--- src/rtl/fir_frame_sequencer.sv ---
// Frame controller for a transposed FIR: buffers input in a FIFO, clears the filter, then feeds it
// one frame and tags the results valid/last. Define FIR_SEQ_FLUSH_EN to append the TAPS-1 zero tail.
module fir_frame_sequencer #(
  parameter int DIN_W      = 19,
  parameter int DOUT_W     = 20,
  parameter int FRAME_LEN  = 125,
  parameter int TAPS       = 8,
  parameter int LATENCY    = 1,
  parameter int FIFO_DEPTH = 16
) (
  input  logic              clk,
  input  logic              rst,
  input  logic              start_i,
  input  logic              in_valid_i,
  input  logic [DIN_W-1:0]  in_data_i,
  output logic              in_ready_o,
  output logic              fir_rst_o,
  output logic [DIN_W-1:0]  fir_x_o,
  input  logic [DOUT_W-1:0] fir_y_i,
  output logic              out_valid_o,
  output logic [DOUT_W-1:0] out_data_o,
  output logic              out_last_o,
  output logic              busy_o,
  output logic              done_o,
  output logic              err_underrun_o
);
  localparam int CW = $clog2(FRAME_LEN + TAPS) + 1;
  localparam int AW = $clog2(FIFO_DEPTH);
`ifdef FIR_SEQ_FLUSH_EN
  localparam int N_OUT = FRAME_LEN + TAPS - 1;
`else
  localparam int N_OUT = FRAME_LEN;
`endif
  localparam logic [CW-1:0] LEN_C  = CW'(FRAME_LEN);
  localparam logic [CW-1:0] LAST_C = CW'(N_OUT - 1);

  typedef enum logic [2:0] {S_IDLE, S_CLR, S_RUN, S_FLUSH, S_DRAIN} state_t;
  state_t state_q, state_d;

  logic [DIN_W-1:0] mem_q [FIFO_DEPTH];
  logic [AW:0]      wptr_q, rptr_q, fcnt;
  logic             push, pop, fempty, ffull;

  logic [CW-1:0]      smp_cnt_q, smp_cnt_d, out_cnt_q;
  logic [DIN_W-1:0]   fir_x_q, fir_x_d;
  logic               tag_d, err_q, err_d, fir_rst_q;
  logic [LATENCY:0]   vld_pipe_q;

  // Full/empty come from the registered count, so a push is never poppable in the same cycle.
  assign fcnt       = wptr_q - rptr_q;
  assign fempty     = (fcnt == '0);
  assign ffull      = (fcnt == (AW+1)'(FIFO_DEPTH));
  assign in_ready_o = ~ffull;
  assign push       = in_valid_i & ~ffull;
  assign pop        = (state_q == S_RUN) & ~fempty;

  always_ff @(posedge clk) begin
    if (push) mem_q[wptr_q[AW-1:0]] <= in_data_i;
  end

  always_ff @(posedge clk or posedge rst) begin
    if (rst) begin
      wptr_q <= '0;
      rptr_q <= '0;
    end else begin
      if (push) wptr_q <= wptr_q + 1'b1;
      if (pop)  rptr_q <= rptr_q + 1'b1;
    end
  end

  always_comb begin
    state_d   = state_q;
    smp_cnt_d = smp_cnt_q;
    fir_x_d   = '0;
    tag_d     = 1'b0;
    err_d     = err_q;
    done_o    = 1'b0;
    case (state_q)
      S_IDLE: if (start_i) begin
        state_d = S_CLR;
        err_d   = 1'b0;
      end
      S_CLR: begin
        smp_cnt_d = '0;
        state_d   = S_RUN;
      end
      S_RUN: begin
        if (!fempty) begin
          fir_x_d   = mem_q[rptr_q[AW-1:0]];
          tag_d     = 1'b1;
          smp_cnt_d = smp_cnt_q + 1'b1;
`ifdef FIR_SEQ_FLUSH_EN
          if (smp_cnt_d == LEN_C) state_d = S_FLUSH;
`else
          if (smp_cnt_d == LEN_C) state_d = S_DRAIN;
`endif
        end else begin
          // Underrun: the zero still reaches the filter, but it is not tagged or counted.
          err_d = 1'b1;
        end
      end
`ifdef FIR_SEQ_FLUSH_EN
      S_FLUSH: begin
        tag_d     = 1'b1;
        smp_cnt_d = smp_cnt_q + 1'b1;
        if (smp_cnt_d == LAST_C + 1'b1) state_d = S_DRAIN;
      end
`endif
      S_DRAIN: if (~|vld_pipe_q) begin
        done_o  = 1'b1;
        state_d = S_IDLE;
      end
      default: state_d = S_IDLE;
    endcase
  end

  always_ff @(posedge clk or posedge rst) begin
    if (rst) begin
      state_q    <= S_IDLE;
      smp_cnt_q  <= '0;
      fir_x_q    <= '0;
      err_q      <= 1'b0;
      fir_rst_q  <= 1'b0;
      vld_pipe_q <= '0;
      out_cnt_q  <= '0;
    end else begin
      state_q    <= state_d;
      smp_cnt_q  <= smp_cnt_d;
      fir_x_q    <= fir_x_d;
      err_q      <= err_d;
      fir_rst_q  <= (state_d == S_CLR);
      // Stage 0 rides with fir_x; the tail lines up with the matching fir_y.
      vld_pipe_q <= {vld_pipe_q[LATENCY-1:0], tag_d};
      if (state_q == S_CLR)  out_cnt_q <= '0;
      else if (out_valid_o)  out_cnt_q <= out_cnt_q + 1'b1;
    end
  end

  assign fir_rst_o      = fir_rst_q;
  assign fir_x_o        = fir_x_q;
  assign out_valid_o    = vld_pipe_q[LATENCY];
  assign out_data_o     = fir_y_i;
  assign out_last_o     = out_valid_o & (out_cnt_q == LAST_C);
  assign busy_o         = (state_q != S_IDLE);
  assign err_underrun_o = err_q;
endmodule

--- config.mk ---
export PLATFORM = sky130hd
export DESIGN_NAME = fir_frame_sequencer
export DESIGN_NICKNAME = d
export VERILOG_FILES = /design/src/rtl/fir_frame_sequencer.sv
export SDC_FILE = /design/constraint.sdc
export NUM_CORES = 1
export LEC_CHECK = 0
export CAP_MARGIN = 10
export CORE_MARGIN = 1
export CORE_UTILIZATION = 48
export CTS_CLUSTER_DIAMETER = 30
export DETAILED_ROUTE_END_ITERATION = 7
export DONT_BUFFER_PORTS = 1
export SYNTH_ARGS = -nofsm -noshare
export SYNTH_HDL_FRONTEND = slang
export SYNTH_SLANG_ARGS = --single-unit
export TNS_END_PERCENT = 20
--- constraint.sdc ---
create_clock -name clk -period 15 [get_ports clk]
set_input_delay 3 -clock clk [delete_from_list [all_inputs] [get_ports clk]]
set_output_delay 3 -clock clk [all_outputs]
set_load 0.03 [all_outputs]
==> flow_metrics.tcl, run 1 <==
set metrics [dict create \
    outcome "finished clean" \
    portBuffers 0 \
    fin_worst_skew_ns 0.0360 \
    internal_power_mw 2.72 \
    syn_nets 767 \
    cts-hold-fix-buffers 0 \
    report.final.slew_viol_count 0 \
    die_height_um 175 \
    seqPwrFrac 0.359 \
    async_flop_share 0.151 \
    synth_area_leaders "edfxtp_1 63%, mux4_2 15%, dfrtp_1 9.4%" \
    synthCells 711 \
    pwr-share-clk 0.430 \
    clockRootBuffer "clkbuf_16" \
    viasPerCell 5.80 \
    period_minus_slack_ns 6.17 \
    hold_class "register to register" \
    worstPathRequired_ns 12.00 \
    max_cap_viol_count 0 \
    grt_usage 0.204 \
    final_nets 811 \
    synth-seq-area-share 0.728 \
    core_region_area_um2 29600 \
    wire_per_inst_um 24.7 \
    avgSynthCellArea_um2 20.2 \
    final_hold_viol_count 0 \
    antenna_left 0 \
    gp_congestion 0.755 \
    die-area_um2 30700 \
    worstSetupEndpointType "output port" \
    boundaryPins 89 \
    synth_top_area_cell "edfxtp_1" \
    vias 6990 \
    leakage_nw 6.08 \
    initialDrtViolationCount 493 \
    path_max_fanout 40 \
    max_freq_ghz 0.162 \
    start_kind "register" \
    peakVddDrop_mv 0.154 \
    grt-ovfl-total 0 \
    synth-seq-cells 358 \
    synth_edf_count 304 \
    yosysWarningCount 0 \
    sw_frac_of_total 0.285 \
    setup_viol 0 \
    rrSetupSlack_ns 10.44 \
    antenna_cells 0 \
    netlist_top_cells_count "304 x edfxtp_1, 95 x mux4_2, 54 x dfrtp_1, 26 x nor2_1, 23 x and3_1" \
    tightest_slew_ns 1.08 \
    numCtsBuffers 74 \
    clkLatencyLatePin_ns 0.58 \
    finalCoreUtilization 0.587 \
    dp_hpwl_um 15800 \
    setup_tns_ns 0 \
    antenna_found_initial 0 \
    crit_type "register to output port" \
    ctsResizeCount 0 \
    min_from "vld_pipe_q[0]$_DFF_PP0_" \
    cts_max_path_buffers 3 \
    synth_flop_cell "edfxtp_1" \
    yosysMostFrequentCell "edfxtp_1" \
    crit_arrival_ns 3.17 \
    yosysTopAreaCellShare 0.634 \
    rows 63 \
    p_sw_mw 1.08 \
    die_w_um 175 \
    syn_area_um2 14400 \
    cp-startpoint "rptr_q[1]$_DFFE_PP0P_" \
    combPwrFrac 0.211 \
    cts_tree "yes" \
    r2r_start "rptr_q[1]$_DFFE_PP0P_" \
    grt_pass1_vias 7611 \
    clock_sinks 358 \
    floorplan.initialDensity 0.487 \
    fin_crit_sh 0.411 \
    path_clk_slew_ns 0.05 \
    grt_max_degree 55 \
    finalPower_mw 3.80 \
    drt_first_pass_iters 4 \
    rsz0062_at_grt "no" \
    yosysUniqueCellTypes 54 \
    h-tree-depth 3 \
    timing.slew.headroom 0.282 \
    post_cts_buffers 0 \
    drc 0 \
    layout-area-overhead-vs-synth_pct 20.7 \
    wl_um 29800 \
    grt_first_pass_wirelength_um 45400 \
    drive_gt1_frac 0.329 \
    power_density_nw_per_um2 219 \
]
==> power groups by stage <==
stage          registers (mW)  clock network [mW]  logic, mW
6_report                 1.36                1.63      0.803
5_1_grt                  1.38                1.71      0.864
4_1_cts                  1.37                1.66      0.820
3_5_place_dp             1.38                   0      0.816
3_3_place_gp             1.37                   0      0.797
2_1_floorplan            1.30                   0      0.686
==> logic make-up after synthesis <==
group / share of synthesized area
flops: 0.728
mux: 0.151
compound gates: 0.0189
buf+inv: 0.0259
xor+xnor: 0.0150
simple gates: 0.0497
fa+ha+maj: 0.0113
==> layout by cell type (no fill, tap or decap), drive strengths merged, types with 2 or more instances in the layout <==
cell type    n
mux4        95
nor4         3
buf         24
edfxtp     304
ha          13
a211oi       4
nor2        26
or3          2
a21o         4
xor2        11
o22ai        2
inv         20
and4         3
dfrtp       54
nor3b        2
nor3         8
clkinv      25
nand3b       5
xnor2       11
clkinvlp     9
nand2b       4
a221o        4
and2         3
o21ai        4
bufinv      10
o211a        3
nand3       10
mux2         2
nand4        5
o2111ai      2
nor4b        5
nand2       19
and3        23
clkbuf      86
==> layer usage <==
layer  track usage  wire length [um]  up-vias
li1              -                 -     2981
met1         0.252             12000     3731
met2         0.342             15300      221
met3        0.0548              1680       57
met4        0.0830               798        0
met5             0                 0        -
==> worst max-delay path, cell delays in order (launching register included) <==
cell	delay (ns)
dfrtp_2	1.03
inv_1	0.17
ha_1	0.43
and3b_1	0.27
o211a_1	0.28
o2111ai_4	0.41
==> final timing paths <==
check,end,depth (start not counted)
max in group asynchronous,rptr_q[0]$_DFFE_PP0P_,2
max,in_ready_o,5
min in group asynchronous,fir_x_o[11]$_DFF_PP0_,2
min reg2reg,vld_pipe_q[1]$_DFF_PP0_,0
max reg2reg,mem_q[1][10]$_DFFE_PP_,8
min,vld_pipe_q[1]$_DFF_PP0_,0
==> sequential cells by signal, summed over array words and instances (netlist names) <==
name	count
err_underrun_o	1
smp_cnt_q	9
state_q	3
fir_rst_o	1
vld_pipe_q	2
wptr_q	5
out_cnt_q	9
rptr_q	5
mem_q	304
fir_x_o	19
==> final cells by class <==
type                            instances  area [um^2]
Fill cell                            2168        12200
Multi-Input combinational cell        283         3600
Tap cell                              390          488
Timing Repair Buffer                   24          180
Clock buffer                           86         1920
Inverter                               14         52.6
Clock inverter                         50          639
Sequential cell                       358        10500
==> through the flow <==
step	area, um^2	hold slack [ns]	cells	worst slack, ns
after floorplan	14400	0.376	711	8.86
after global placement	14800	0.394	1069	9.00
after detailed placement	14800	0.391	1069	9.00
after CTS	17400	0.408	1205	8.77
after global routing	17400	0.430	1205	8.63
final	17400	0.418	1205	8.83
(Power assumes the default switching activity.)
==> run 2, diff against run 1 <==
--- a/config.mk
+++ b/config.mk
@@ -11,6 +11,7 @@
 export CTS_CLUSTER_DIAMETER = 30
 export DETAILED_ROUTE_END_ITERATION = 7
 export DONT_BUFFER_PORTS = 1
+export PLACE_DENSITY = 0.65
 export SYNTH_ARGS = -nofsm -noshare
 export SYNTH_HDL_FRONTEND = slang
 export SYNTH_SLANG_ARGS = --single-unit
==> constraint.sdc (replaced) <==
create_clock -name clk -period 5.4 [get_ports clk]
set_input_delay 1.08 -clock clk [delete_from_list [all_inputs] [get_ports clk]]
set_output_delay 1.08 -clock clk [all_outputs]
set_load 0.03 [all_outputs]
==> run 2 against run 1 <==
Against the previous run: die area did not move; global-route usage about the same; critical path depth increased by 1; clock skew grew 0.0036 ns; non-clock buffer count is 2 lower; worst setup slack worse by 7.3 ns; critical path type is now register to register; critical endpoint is now mem_q[8][1]$_DFFE_PP_.
==> flow_metrics.tcl, run 2 (same netlist as run 1, synthesis figures left out) <==
set metrics [dict create \
    cts-hold-fix-buffers 0 \
    grt_first_pass_wirelength_um 46200 \
    clock_sinks 358 \
    hold_class "register to register" \
    antenna_left 0 \
    final_cell_mix "304 x edfxtp_1, 95 x mux4_2, 72 x clkbuf_16" \
    floorplan.initialDensity 0.487 \
    max_freq_ghz 0.257 \
    path_max_fanout 19 \
    die-area_um2 30700 \
    final_cells 1200 \
    layout-area-overhead-vs-synth_pct 20.6 \
    timing.slew.headroom 0.232 \
    h-tree-depth 3 \
    crit_chain "ha_1 > and3b_1 > o211a_1 > o2111ai_4 > nand2_4 > nor3_4" \
    min_from "vld_pipe_q[0]$_DFF_PP0_" \
    fin_worst_skew_ns 0.0397 \
    hold_path_depth 0 \
    dr_wl_met3_um 2090 \
    crit_arrival_ns 4.06 \
    largest_reg_flops 304 \
    final_nets 807 \
    power_density_nw_per_um2 607 \
    worstSetupEndpointType "register" \
    crit_type "register to register" \
    vias 7066 \
    ctsResizeCount 0 \
    worstPathRequired_ns 5.56 \
    leakage_nw 6.06 \
    wl_met2_um 14600 \
    dp_cells 1067 \
    core_region_area_um2 29600 \
    tightest_slew_ns 1.15 \
    drc 0 \
    wl_um 29800 \
    boundaryPins 89 \
    dpl-instance-area_um2 14800 \
    place_ws_ns 1.48 \
    outcome "finished clean" \
    viasPerCell 5.89 \
    drive_gt1_frac 0.337 \
    rows 63 \
    finalCoreUtilization 0.587 \
    cts_max_path_buffers 3 \
    rr_worst_depth 6 \
    finalPower_mw 10.5 \
    setup_viol 0 \
    grt_max_degree 79 \
    max_cap_viol_count 0 \
    start_kind "register" \
    drt_first_pass_iters 5 \
    cts_tree "yes" \
    report.final.slew_viol_count 0 \
    clkLatencyLatePin_ns 0.58 \
    post_cts_buffers 0 \
    reg2reg_to "mem_q[8][1]$_DFFE_PP_" \
    rrSetupSlack_ns 1.50 \
    holdPathEnd "vld_pipe_q[1]$_DFF_PP0_" \
    grt_pass1_vias 7631 \
    die_height_um 175 \
    cpPeakStageDelay_ns 0.97 \
    antenna_found_initial 0 \
    portBuffers 0 \
    grt_usage 0.204 \
    crit_slowest_cell "nor3_4" \
    rsz0062_at_grt "no" \
    r2r_start "wptr_q[2]$_DFFE_PP0P_" \
    peakVddDrop_mv 0.431 \
    nFillCells 2104 \
    fin_area_um2 17400 \
    path_clk_slew_ns 0.04 \
    drt-met1-wl_um 12400 \
    dp_hpwl_um 16400 \
    clockRootBuffer "clkbuf_16" \
    wire_per_inst_um 24.8 \
    initialDrtViolationCount 615 \
    numCtsBuffers 72 \
    highest_layer "met4" \
    setup_tns_ns 0 \
    final_hold_viol_count 0 \
    period_minus_slack_ns 3.90 \
    fin_crit_sh 0.721 \
    final_common_cell "edfxtp_1" \
    die_w_um 175 \
    gp_congestion 0.785 \
    antenna_cells 0 \
    setup_ws_ns 1.50 \
    hold_slack_ns 0.409 \
    grt-ovfl-total 0 \
]
[run 2: worst max-delay path by stage]
stage / from / endpoint / depth (start not counted)
floorplan: rptr_q[1]$_DFFE_PP0P_ / mem_q[0][0]$_DFFE_PP_ / 10
global placement: wptr_q[2]$_DFFE_PP0P_ / mem_q[11][11]$_DFFE_PP_ / 6
detailed placement: wptr_q[2]$_DFFE_PP0P_ / mem_q[11][11]$_DFFE_PP_ / 6
CTS: wptr_q[2]$_DFFE_PP0P_ / mem_q[11][7]$_DFFE_PP_ / 6
global route: wptr_q[2]$_DFFE_PP0P_ / mem_q[11][7]$_DFFE_PP_ / 6
finish: wptr_q[2]$_DFFE_PP0P_ / mem_q[8][1]$_DFFE_PP_ / 6
[run 2: metal layers]
metal	track usage	vias to the layer above
met3	0.0529	66
met4	0.0793	0
met2	0.318	257
li1	-	2963
met1	0.278	3780
met5	0	-
[run 2: final cells by class]
| type | instances | area, um^2 | share of cell area |
|---|---|---|---|
| flip-flops and latches | 358 | 10500 | 0.604 |
| clock inverters | 50 | 648 | 0.0373 |
| well taps | 390 | 488 | 0.0281 |
| repair buffers | 22 | 165 | 0.00952 |
| clock buffers | 83 | 1910 | 0.110 |
| inverters | 14 | 52.6 | 0.00303 |
| multi-input cells | 283 | 3600 | 0.208 |
[run 2: where the power goes]
group          switching (mW)  total, mW  leakage [nW]  internal (mW)
sequential              0.286       3.67          3.45           3.38
combinational            1.26       2.38          1.40           1.12
clock                    1.55       4.49          1.21           2.94
[run 2: critical path, delay by kind of cell, from the launching register on]
| kind | cells | cell delay (ns) |
|---|---|---|
| adders and majority gates | 1 | 0.40 |
| AOI/OAI and AO/OA | 2 | 0.70 |
| and+or+nand+nor | 3 | 1.53 |
| DFF | 1 | 0.87 |
==> run 3, diff against run 2 <==
--- a/config.mk
+++ b/config.mk
@@ -11,7 +11,6 @@
 export CTS_CLUSTER_DIAMETER = 30
 export DETAILED_ROUTE_END_ITERATION = 7
 export DONT_BUFFER_PORTS = 1
-export PLACE_DENSITY = 0.65
 export SYNTH_ARGS = -nofsm -noshare
 export SYNTH_HDL_FRONTEND = slang
 export SYNTH_SLANG_ARGS = --single-unit
==> constraint.sdc (replaced) <==
create_clock -name clk -period 3.65 [get_ports clk]
set_input_delay 0.73 -clock clk [delete_from_list [all_inputs] [get_ports clk]]
set_output_delay 0.73 -clock clk [all_outputs]
set_load 0.03 [all_outputs]
==> run 3 against run 2 <==
Against the previous run: clock power is 54% higher; worst hold slack worse by 0.24 ns; die area unchanged; first-iteration DRC count rose by 12%; wire length increased by 8.5%; highest routed layer unchanged.
==> flow_metrics.tcl, run 3 (same netlist as run 1, synthesis figures left out) <==
set metrics [dict create \
    outcome "finished clean" \
    crit_end "in_ready_o" \
    reg2reg_to "mem_q[0][4]$_DFFE_PP_" \
    sw_frac_of_total 0.295 \
    finalPower_mw 16.1 \
    antenna_found_initial 0 \
    peakVddDrop_mv 0.486 \
    rsz0062_at_grt "no" \
    internal_power_mw 11.3 \
    clkLatencyLatePin_ns 0.58 \
    rrSetupSlack_ns 0.63 \
    largest_reg_flops 304 \
    fin_area_um2 17600 \
    clock_sinks 358 \
    r2r_start "wptr_q[3]$_DFFE_PP0P_" \
    combPwrFrac 0.234 \
    wl_um 32300 \
    die_height_um 175 \
    p_sw_mw 4.75 \
    ctsResizeCount 0 \
    numCtsBuffers 77 \
    start_kind "register" \
    initialDrtViolationCount 686 \
    layout-area-overhead-vs-synth_pct 22.1 \
    rr_worst_depth 7 \
    cpPeakStageDelay_ns 0.82 \
    tightest_slew_ns 0.918 \
    cts_max_path_buffers 3 \
    crit_chain "ha_1 > nor4b_2 > o2111ai_4 > buf_4" \
    viasPerCell 5.84 \
    rows 63 \
    grt-ovfl-total 0 \
    path_clk_slew_ns 0.05 \
    fin_worst_skew_ns 0.0270 \
    final_hold_viol_count 0 \
    setup_tns_ns 0 \
    report.final.slew_viol_count 0 \
    cts_tree "yes" \
    grt_max_degree 80 \
    grt_usage 0.223 \
    period_minus_slack_ns 3.35 \
    crit_type "register to output port" \
    post_cts_buffers 0 \
    final_nets 818 \
    antenna_left 0 \
    wire_per_inst_um 26.6 \
    leakage_nw 6.18 \
    cts-hold-fix-buffers 0 \
    portBuffers 0 \
    grt_pass1_vias 7523 \
    dp_hpwl_um 20000 \
    path_max_fanout 17 \
    die-area_um2 30700 \
    core_region_area_um2 29600 \
    pwr-share-clk 0.430 \
    worstSetupEndpointType "output port" \
    drive_gt1_frac 0.345 \
    cp-startpoint "wptr_q[3]$_DFFE_PP0P_" \
    fin_crit_sh 0.918 \
    antenna_cells 0 \
    seqCellArea_um2 10500 \
    crit_arrival_ns 2.62 \
    hold_class "input port to async pin" \
    setup_viol 0 \
    grt_first_pass_wirelength_um 48700 \
    die_w_um 175 \
    vias 7106 \
    worstPathRequired_ns 2.92 \
    nFillCells 2120 \
    max_freq_ghz 0.298 \
    clockRootBuffer "clkbuf_16" \
    timing.slew.headroom 0.384 \
    hold_slack_ns 0.173 \
    power_density_nw_per_um2 916 \
    final_cell_mix "304 x edfxtp_1, 95 x mux4_2, 79 x clkbuf_16" \
    floorplan.initialDensity 0.487 \
    boundaryPins 89 \
    dpl-instance-area_um2 14900 \
    crit_slowest_cell "dfrtp_1" \
    h-tree-depth 3 \
    multiInputGateArea_um2 3630 \
    seqPwrFrac 0.336 \
    final_common_cell "edfxtp_1" \
    max_cap_viol_count 0 \
    gp_congestion 0.831 \
    drt_first_pass_iters 5 \
    drc 0 \
]
## run 3: power by group through the flow
stage                     Sequential [mW]  Combinational, mW  Clock (mW)
after floorplan                      5.37               2.89           0
after global placement               5.44               3.76           0
after detailed placement             5.47               3.82           0
after CTS                            5.41               3.84        7.03
after global routing                 5.45               4.01        7.25
final                                5.40               3.76        6.92
## run 3: routing by layer
layer | part of all wire | global-route usage | vias up | wire (um)
li1 | - | - | 3014 | -
met3 | 0.071 | 0.0466 | 63 | 2290
met5 | 0 | 0 | - | 0
met2 | 0.50 | 0.358 | 280 | 16100
met4 | 0.021 | 0.0786 | 0 | 671
met1 | 0.41 | 0.303 | 3749 | 13300
## run 3: worst min-delay path by stage
stage / start / end / slack [ns] / cells after the start
finish: rst / fir_x_o[10]$_DFF_PP0_ / 0.17 / 1
global route: rst / fir_x_o[10]$_DFF_PP0_ / 0.22 / 1
CTS: rst / fir_x_o[16]$_DFF_PP0_ / 0.18 / 1
detailed placement: vld_pipe_q[0]$_DFF_PP0_ / vld_pipe_q[1]$_DFF_PP0_ / 0.41 / 0
global placement: vld_pipe_q[0]$_DFF_PP0_ / vld_pipe_q[1]$_DFF_PP0_ / 0.41 / 0
floorplan: vld_pipe_q[0]$_DFF_PP0_ / vld_pipe_q[1]$_DFF_PP0_ / 0.38 / 0
## run 3: worst max-delay path: cells and delay by family, from the launching register on
| kind | cells | cell delay (ns) |
|---|---|---|
| AOI/OAI and AO/OA | 1 | 0.16 |
| adders and majority gates | 1 | 0.42 |
| buffers and inverters | 1 | 0.25 |
| DFF | 1 | 0.82 |
| and+or+nand+nor | 1 | 0.40 |
## run 3: layout make-up
cell class / instances / area share
Sequential cell: 358 / 0.597
Clock buffer: 92 / 0.119
Timing Repair Buffer: 28 / 0.0127
Clock inverter: 52 / 0.0342
Inverter: 14 / 0.00299
Multi-Input combinational cell: 283 / 0.207
Tap cell: 390 / 0.0278
## run 3: metrics by stage
| stage | cells | util | worst slack [ns] |
|---|---|---|---|
| after floorplan | 711 | - | 0.00927 |
| after global placement | 1073 | 0.503 | 0.700 |
| after detailed placement | 1073 | 0.503 | 0.638 |
| after CTS | 1217 | 0.594 | 0.289 |
| after global routing | 1217 | 0.594 | 0.149 |
| final | 1217 | 0.594 | 0.299 |
